[src/rtl/fetch_pc_if.sv]
// rtl/fetch_pc_if.sv - fetch stage bus bundle between EX/hazard/imem and the PC unit
// Purpose: groups the fetch-stage control, instruction-memory and IF/ID latch signals.
// Modports:
//   slave  - used by fetch_pc_unit (consumes Branch/Jump/TargetE/StallF/InstrF,
//            drives PCF and the IF/ID latch outputs)
//   master - used by the surrounding pipeline / bench (the opposite directions)
// Optional: FETCH_MISALIGN_TRAP_EN adds MisalignF.
interface fetch_pc_if #(
  parameter int XLEN = 32
);
  logic            Branch;
  logic            Jump;
  logic [XLEN-1:0] TargetE;
  logic            StallF;
  logic [XLEN-1:0] InstrF;
  logic [XLEN-1:0] PCF;
  logic [XLEN-1:0] InstrD;
  logic [XLEN-1:0] PCD;
  logic [XLEN-1:0] PCPlus4D;
  logic            ValidD;
  logic [15:0]     RedirectCnt;
`ifdef FETCH_MISALIGN_TRAP_EN
  logic            MisalignF;

  modport slave (
    input  Branch, Jump, TargetE, StallF, InstrF,
    output PCF, InstrD, PCD, PCPlus4D, ValidD, RedirectCnt, MisalignF
  );
  modport master (
    output Branch, Jump, TargetE, StallF, InstrF,
    input  PCF, InstrD, PCD, PCPlus4D, ValidD, RedirectCnt, MisalignF
  );
`else
  modport slave (
    input  Branch, Jump, TargetE, StallF, InstrF,
    output PCF, InstrD, PCD, PCPlus4D, ValidD, RedirectCnt
  );
  modport master (
    output Branch, Jump, TargetE, StallF, InstrF,
    input  PCF, InstrD, PCD, PCPlus4D, ValidD, RedirectCnt
  );
`endif
endinterface

[src/rtl/fetch_pc_unit.sv]
// rtl/fetch_pc_unit.sv - instruction fetch stage: PC register, next-PC select, IF/ID latch
// Purpose: owns the PC, fetches from imem at PCF, registers IF/ID, and squashes the
//   wrong-path fetch on a redirect (Branch | Jump) from EX.
// Ports:
//   clk   - rising-edge clock
//   reset - synchronous, active-high
//   fif   - fetch_pc_if.slave: Branch, Jump, TargetE, StallF, InstrF in;
//           PCF, InstrD, PCD, PCPlus4D, ValidD, RedirectCnt (and MisalignF) out
// Optional: FETCH_MISALIGN_TRAP_EN - misaligned redirect targets freeze the PC and
//   raise MisalignF; otherwise the low two target bits are dropped.
module fetch_pc_unit #(
  parameter int              XLEN     = 32,
  parameter logic [XLEN-1:0] RESET_PC = '0
) (
  input  logic     clk,
  input  logic     reset,
  fetch_pc_if.slave fif
);
  localparam logic [XLEN-1:0] NOP = XLEN'(32'h00000013);

  typedef enum logic [1:0] {BOOT, RUN, SQUASH} state_t;

  state_t          state_q, state_d;
  logic [XLEN-1:0] pc_q, pc_d;
  logic [XLEN-1:0] instr_q, instr_d;
  logic [XLEN-1:0] pcd_q, pcd_d;
  logic [XLEN-1:0] pc4d_q, pc4d_d;
  logic            valid_q, valid_d;
  logic [15:0]     cnt_q, cnt_d;
  logic            redirect;
  logic [XLEN-1:0] pc_plus4;
`ifdef FETCH_MISALIGN_TRAP_EN
  logic            mis_q, mis_d;
`endif

  assign redirect = fif.Branch | fif.Jump;
  assign pc_plus4 = pc_q + XLEN'(4);

  always_comb begin
    state_d = state_q;
    pc_d    = pc_q;
    instr_d = instr_q;
    pcd_d   = pcd_q;
    pc4d_d  = pc4d_q;
    valid_d = valid_q;
    cnt_d   = (redirect && cnt_q != 16'hFFFF) ? cnt_q + 16'd1 : cnt_q;
`ifdef FETCH_MISALIGN_TRAP_EN
    mis_d   = mis_q;
    if (mis_q) begin
      // Trapped: PC frozen, decode sees only bubbles until reset.
      instr_d = NOP;
      valid_d = 1'b0;
    end else if (redirect && fif.TargetE[1:0] != 2'b00) begin
      instr_d = NOP;
      valid_d = 1'b0;
      mis_d   = 1'b1;
    end else
`endif
    if (redirect) begin
      // Redirect beats a stall so a resolved branch is never lost.
      pc_d    = {fif.TargetE[XLEN-1:2], 2'b00};
      instr_d = NOP;
      valid_d = 1'b0;
      state_d = SQUASH;
    end else if (!fif.StallF) begin
      // BOOT, RUN and SQUASH all capture the current fetch and move on;
      // in SQUASH this is the target instruction arriving.
      pc_d    = pc_plus4;
      instr_d = fif.InstrF;
      pcd_d   = pc_q;
      pc4d_d  = pc_plus4;
      valid_d = 1'b1;
      case (state_q)
        BOOT, RUN, SQUASH: state_d = RUN;
        default:           state_d = RUN;
      endcase
    end
  end

  always_ff @(posedge clk) begin
    if (reset) begin
      state_q <= BOOT;
      pc_q    <= RESET_PC;
      instr_q <= NOP;
      pcd_q   <= '0;
      pc4d_q  <= '0;
      valid_q <= 1'b0;
      cnt_q   <= '0;
`ifdef FETCH_MISALIGN_TRAP_EN
      mis_q   <= 1'b0;
`endif
    end else begin
      state_q <= state_d;
      pc_q    <= pc_d;
      instr_q <= instr_d;
      pcd_q   <= pcd_d;
      pc4d_q  <= pc4d_d;
      valid_q <= valid_d;
      cnt_q   <= cnt_d;
`ifdef FETCH_MISALIGN_TRAP_EN
      mis_q   <= mis_d;
`endif
    end
  end

  assign fif.PCF         = pc_q;
  assign fif.InstrD      = instr_q;
  assign fif.PCD         = pcd_q;
  assign fif.PCPlus4D    = pc4d_q;
  assign fif.ValidD      = valid_q;
  assign fif.RedirectCnt = cnt_q;
`ifdef FETCH_MISALIGN_TRAP_EN
  assign fif.MisalignF   = mis_q;
`endif
endmodule

[src/flat_wrapper.sv]
// flat-port wrapper written by rule: the top's interface ports become plain ports
module fetch_pc_unit_flat 
#(
  parameter int              XLEN     = 32,
  parameter logic [XLEN-1:0] RESET_PC = '0
)
  (clk, reset, fif_Branch, fif_Jump, fif_TargetE, fif_StallF, fif_InstrF, fif_PCF, fif_InstrD, fif_PCD, fif_PCPlus4D, fif_ValidD, fif_RedirectCnt);
  fetch_pc_if #(.XLEN(XLEN)) fif_i ();
  input  logic clk;
  input  logic reset;
  input wire logic [$bits(fif_i.Branch)-1:0] fif_Branch;
  input wire logic [$bits(fif_i.Jump)-1:0] fif_Jump;
  input wire logic [$bits(fif_i.TargetE)-1:0] fif_TargetE;
  input wire logic [$bits(fif_i.StallF)-1:0] fif_StallF;
  input wire logic [$bits(fif_i.InstrF)-1:0] fif_InstrF;
  output wire logic [$bits(fif_i.PCF)-1:0] fif_PCF;
  output wire logic [$bits(fif_i.InstrD)-1:0] fif_InstrD;
  output wire logic [$bits(fif_i.PCD)-1:0] fif_PCD;
  output wire logic [$bits(fif_i.PCPlus4D)-1:0] fif_PCPlus4D;
  output wire logic [$bits(fif_i.ValidD)-1:0] fif_ValidD;
  output wire logic [$bits(fif_i.RedirectCnt)-1:0] fif_RedirectCnt;
  assign fif_i.Branch = fif_Branch;
  assign fif_i.Jump = fif_Jump;
  assign fif_i.TargetE = fif_TargetE;
  assign fif_i.StallF = fif_StallF;
  assign fif_i.InstrF = fif_InstrF;
  assign fif_PCF = fif_i.PCF;
  assign fif_InstrD = fif_i.InstrD;
  assign fif_PCD = fif_i.PCD;
  assign fif_PCPlus4D = fif_i.PCPlus4D;
  assign fif_ValidD = fif_i.ValidD;
  assign fif_RedirectCnt = fif_i.RedirectCnt;
  fetch_pc_unit #(.XLEN(XLEN), .RESET_PC(RESET_PC)) u_core (.clk(clk), .reset(reset), .fif(fif_i));
endmodule
[config.mk]
export PLATFORM = sky130hd
export DESIGN_NAME = fetch_pc_unit_flat
export DESIGN_NICKNAME = d
export VERILOG_FILES = /design/src/rtl/fetch_pc_if.sv /design/src/rtl/fetch_pc_unit.sv /design/src/flat_wrapper.sv
export SDC_FILE = /design/constraint.sdc
export NUM_CORES = 1
export LEC_CHECK = 0
export CAP_MARGIN = 15
export CORE_MARGIN = 3
export CORE_UTILIZATION = 50
export DETAILED_ROUTE_END_ITERATION = 10
export GPL_TIMING_DRIVEN = 0
export PLACE_DENSITY = 0.87
export SLEW_MARGIN = 20
export SYNTH_ARGS = -nofsm -noshare
export SYNTH_HDL_FRONTEND = slang
export SYNTH_SLANG_ARGS = --single-unit
[constraint.sdc]
create_clock -name clk -period 4.6 [get_ports clk]
set_input_delay 0.92 -clock clk [delete_from_list [all_inputs] [get_ports clk]]
set_output_delay 0.92 -clock clk [all_outputs]
set_load 0.01 [all_outputs]
=== Word-level counts from Yosys, hierarchy flattened ===
Cells that the tools add are included.

* Reduce and logical (&&, ||, !) cells: 3
* Add/sub/neg operators: 2
* Mux-type cells: 2
* Equal/unequal tests: 2
* Bitwise operators: 3

{| class="wikitable"
|+ Operators by type and width
! operator !! number
|-
| two-way mux 32 bit || 2
|-
| adder 32 x 3 -> 32 bit, second input constant || 1
|-
| adder 16 x 1 -> 16 bit, second input constant || 1
|-
| != test 16 bit, second input constant || 1
|-
| != test 2 x 1 -> 1 bit, second input constant || 1
|-
| NOT 1 bit || 2
|-
| AND reduction 2 bit || 1
|-
| OR reduction 2 bit || 1
|-
| logical AND 1 bit || 1
|-
| bitwise OR 1 bit || 1
|}

* Logic and storage cells: 19
* Bits in registers: 145
* Input port bits: 69
* Output and inout port bits: 145

=== Depth between registers and ports, before layout ===
* Depth after elaboration: 3
* Gate-level depth with buffers: 7
* Gate-level depth less buffers: 5

=== Worst setup path before layout ===
No wires, ideal clock.

* Path type: input to register
* Start point: input port fif_Jump
* End point: register u_core.pcd_q[23], in the netlist u_core.fif.PCD[23]
* Arrival time: 2.264 ns
* Setup slack: 2.265 ns
* Stages on the path: 7
* Required time: 4.530 ns
* Setup time: 0.070 ns
* Path buffers: 3
* Path through: or2_2 -> clkbuf_1 -> nor2_1 -> buf_2 -> buf_1 -> nand2_1 -> a21oi_1

* Longest elaborated chain between the ends: 3

{| class="wikitable"
|+ RTL lines
! element !! RTL line !! source
|-
| from (decl) || flat_wrapper.sv:12 || <nowiki>input wire logic [$bits(fif_i.Jump)-1:0] fif_Jump;</nowiki>
|-
| bitwise OR 1 bit || fetch_pc_unit.sv:36 || <nowiki>assign redirect = fif.Branch | fif.Jump;</nowiki>
|-
| NOT 1 bit (no line) || - ||
|-
| AND reduction 2 bit (no line) || - ||
|-
| to (signal assigned) || fetch_pc_unit.sv:96 || <nowiki>pcd_q <= pcd_d;</nowiki>
|-
| to (decl) || fetch_pc_unit.sv:26 || <nowiki>logic [XLEN-1:0] pcd_q, pcd_d;</nowiki>
|}

No other way between the ends.
A chain may end at the register's enable or synchronous reset.

=== Final worst setup path ===
* Start point: input port fif_Branch
* End point: register u_core.pcd_q[18], in the netlist u_core.fif.PCD[18]

* Longest elaborated chain between the ends: 3

{| class="wikitable"
|+ RTL lines
! element !! RTL line !! source
|-
| from (decl) || flat_wrapper.sv:11 || <nowiki>input wire logic [$bits(fif_i.Branch)-1:0] fif_Branch;</nowiki>
|-
| bitwise OR 1 bit || fetch_pc_unit.sv:36 ||
|-
| NOT 1 bit (no line) || - ||
|-
| AND reduction 2 bit (no line) || - ||
|}

No other way between the ends.

==> summary.txt <==
Setup path
  – Req. time, crit path: 4.95 ns
  – Crit path launch: fif_Branch
  – Reg2Reg Launch Point: u_core.fif.PCF[2]
  – CP max stage delay: 0.51 ns
  – Worst-path cell with the longest stage delay: clkdlybuf4s50_1
  – Worst setup SP type: input port
  – WP data arrival: roughly 3.3 ns
  – CP Cell Sequence: clkdlybuf4s50_1, or2_2, clkbuf_1, nor2_1, buf_2, buf_1, nand2_1, a21oi_1
  – CP Max Fanout: 10
  – Worst Setup End Kind: flop
  – Worst Setup Path Type: in2reg

Clocking
  – Clk slew on worst S/H paths: 0.05 ns
  – Clock latency on the worst-skew pair: 0.42 ns
  – Root Buffer Master: clkbuf_16
  – CTS buffer count: 17
  – Setup Fix Bufs, Post-CTS: 0
  – Maximum clock path buffer count: 2
  – Hold_buf cts: 0
  – CTS tree: done
  – # H-tree levels: 4
  – # clock sinks: 139
  – Post-CTS Resized: 0

STA
  – Final setup viols: 0
  – Final Hold Viols: 0
  – Slew HR: 48.4%
  – Worst slew pin tran: 0.766 ns
  – Slew Limit Fails: 0
  – FMAX: between 0.3 and 0.4 GHz
  – Part of the cycle the worst path needs: 64.2%
  – Clock skew: 0.00817 ns
  – RSZ-0062 raised after global routing: no
  – Fin Setup TNS: 0 ns
  – Tmin final: 2.95 ns

Floorplanning
  – Top-level port count: roughly 210
  – Die footprint: between 0.01 and 0.015 mm2
  – Core box area: around 0.012 mm2
  – DIE HEIGHT: 119 um
  – # rows: 40
  – Die W: 119 um
  – Initial Util: 51.9%

Logic synthesis
  – Syn Inst Count: 728
  – EDFF count, synth: 0
  – Post-synth cell types: 48
  – Post-synthesis sequential area ratio: 43.9%
  – Top FF cell, synth: dfxtp_1
  – Post-Syn Area per Cell: slightly below 9 um2
  – Number of synthesis warnings: 0
  – Mapped Area: 0.00634 mm2
  – FF+latch count, synth: 139
  – Ys async rst share: 0%

Final layout
  – Footprint of the multi-input gates: 0.00312 mm2
  – Ant. Diodes: 0
  – Syn-to-layout area delta: 46.8%
  – Layout cell share with drive strength beyond 1: 7.22%
  – Most frequent cells in the layout: clkdlybuf4s50_1 (204), dfxtp_1 (139), nor2_1 (97)
  – Final instance area: just over 0.009 mm2
  – Nets: 1,027
  – Most common cell after layout, fill and taps aside: clkdlybuf4s50_1
  – Storage element area: 0.00278 mm2
  – Fillcell total: 891

Placement
  – # port buffers: between 200 and 250
  – Routability Congestion: 0.915
  – Post-DP HPWL: 14.7 mm
  – Dpl cell area: 0.00861 mm2

Pwr
  – Total chip power: 3.32 mW
  – P_leak: between 3 and 4 nW
  – Power Density: between 300 and 400 mW/mm2
  – Worst vdd ir: 0.312 mV

Route
  – Drt first pass iters: 5
  – Vias per inst: roughly 5.7
  – Vias after detailed routing: 6,479
  – Routed wire length: 20.7 mm
  – ANT nets after route: 0
  – Drt wl/cell: roughly 18 um
  – Iteration-0 DRC count of the detailed router: 525
  – # DRC: 0

GRT
  – Largest net degree at the start of global routing: 17
  – Initial antenna violation count: 0
  – Vias in the first global route: ~6,500
  – Overall Global Routing Usage: around 29%
  – First-pass GRT wire length: between 30 and 40 mm
  – Grt ovf: 0

Status
  – Outcome: finished, final reports clean

Job
  – Max cap viols: 0

Worst hold path
  – Worst Min Path Start: u_core.fif.PCD[31]
  – Hold Crit Class: reg2reg
[cells by family (layout without fill, tap and decap cells)]
family	after synthesis	in the layout	synth area share (%)
xor gates and xnor gates	26	26	3.59
adders and majority gates	2	2	0.394
muxes	35	35	5.54
DFF	139	139	43.9
and+or+nand+nor	300	300	23.7
buffers and inverters	75	311	7.22
other	1	6	0.0591
AOI/OAI and AO/OA	150	150	15.6
[synthesized netlist by cell type (2+ instances only)]
cell type | number | area share, %
a311oi_1 | 32 | 4.4
clkbuf_8 | 4 | 0.87
nand4b_1 | 3 | 0.41
a211oi_1 | 26 | 3.1
o31ai_1 | 18 | 2.1
nor3_1 | 4 | 0.32
dfxtp_1 | 139 | 44
nand4_1 | 16 | 1.6
nand3_1 | 15 | 1.2
a21oi_1 | 46 | 3.6
buf_4 | 7 | 0.83
or3_1 | 31 | 3.1
or4_1 | 20 | 2.4
inv_1 | 3 | 0.18
buf_2 | 5 | 0.39
and3_1 | 2 | 0.20
xnor2_1 | 14 | 1.9
nand2b_1 | 2 | 0.20
mux2i_1 | 34 | 5.4
nor2_1 | 97 | 5.7
or2_2 | 3 | 0.30
buf_6 | 11 | 2.0
and4_2 | 2 | 0.32
nor4_1 | 9 | 0.89
buf_1 | 5 | 0.30
clkbuf_1 | 36 | 2.1
nand2_1 | 80 | 4.7
ha_1 | 2 | 0.39
and4_1 | 8 | 1.1
o21ai_0 | 25 | 2.0
xor2_1 | 12 | 1.7
[area by class of cell]
| class | count | share of cell area (%) |
|---|---|---|
| inverter | 3 | 0.121 |
| clock inverter | 12 | 2.59 |
| timing repair buffer | 204 | 21.9 |
| tap | 168 | 2.26 |
| multi-input combinational | 519 | 33.5 |
| buffer | 72 | 4.80 |
| clock buffer | 20 | 4.90 |
| sequential | 139 | 29.9 |
[power by group]
part	internal, mW	total (mW)	switching (mW)
logic	0.209	0.402	0.194
registers	1.25	1.30	0.0460
clock network	1.10	1.62	0.524
[state kept, by name (all words and copies together), names as in the netlist]
signal and flops:
u_core.fif.RedirectCnt 16, u_core.fif.ValidD 1, u_core.fif.PCD 30, u_core.fif.PCPlus4D 30, u_core.fif.PCF 30, u_core.fif.InstrD 32
[through the flow]
stage               utilization [%]  cells  setup WS (ns)  hold slack, ns
CTS                            76.3   1137           1.71           0.459
global placement               70.5   1105           1.32           0.436
floorplan                         -    733           2.27           0.474
detailed placement             70.5   1105           1.29           0.446
finish                         76.3   1137           1.65           0.461
global route                   76.3   1137           1.46           0.474
[final timing paths]
path | end | slack, ns | cells after the start
setup / recovery | u_core.fif.PCD[18] | 1.65 | 8
hold / removal | u_core.fif.PCD[31] | 0.46 | 2
setup reg to reg | u_core.fif.PCF[22] | 1.96 | 6
hold reg to reg | u_core.fif.PCD[31] | 0.46 | 2
[critical path, delay by kind of cell]
kind / cells / cell delay, ns
and+or+nand+nor: 3 / 0.82
AOI/OAI and AO/OA: 1 / 0.14
buffers and inverters: 4 / 1.43
[layer usage]
layer  GRT usage, %  vias up  wire length, um
li1               -     3083                -
met1           34.8     2998             8030
met2           47.0      346             9630
met3           11.7       52             2370
met4           11.9        0              634
met5              0        -                0
Power figures use the tool's default switching activity.
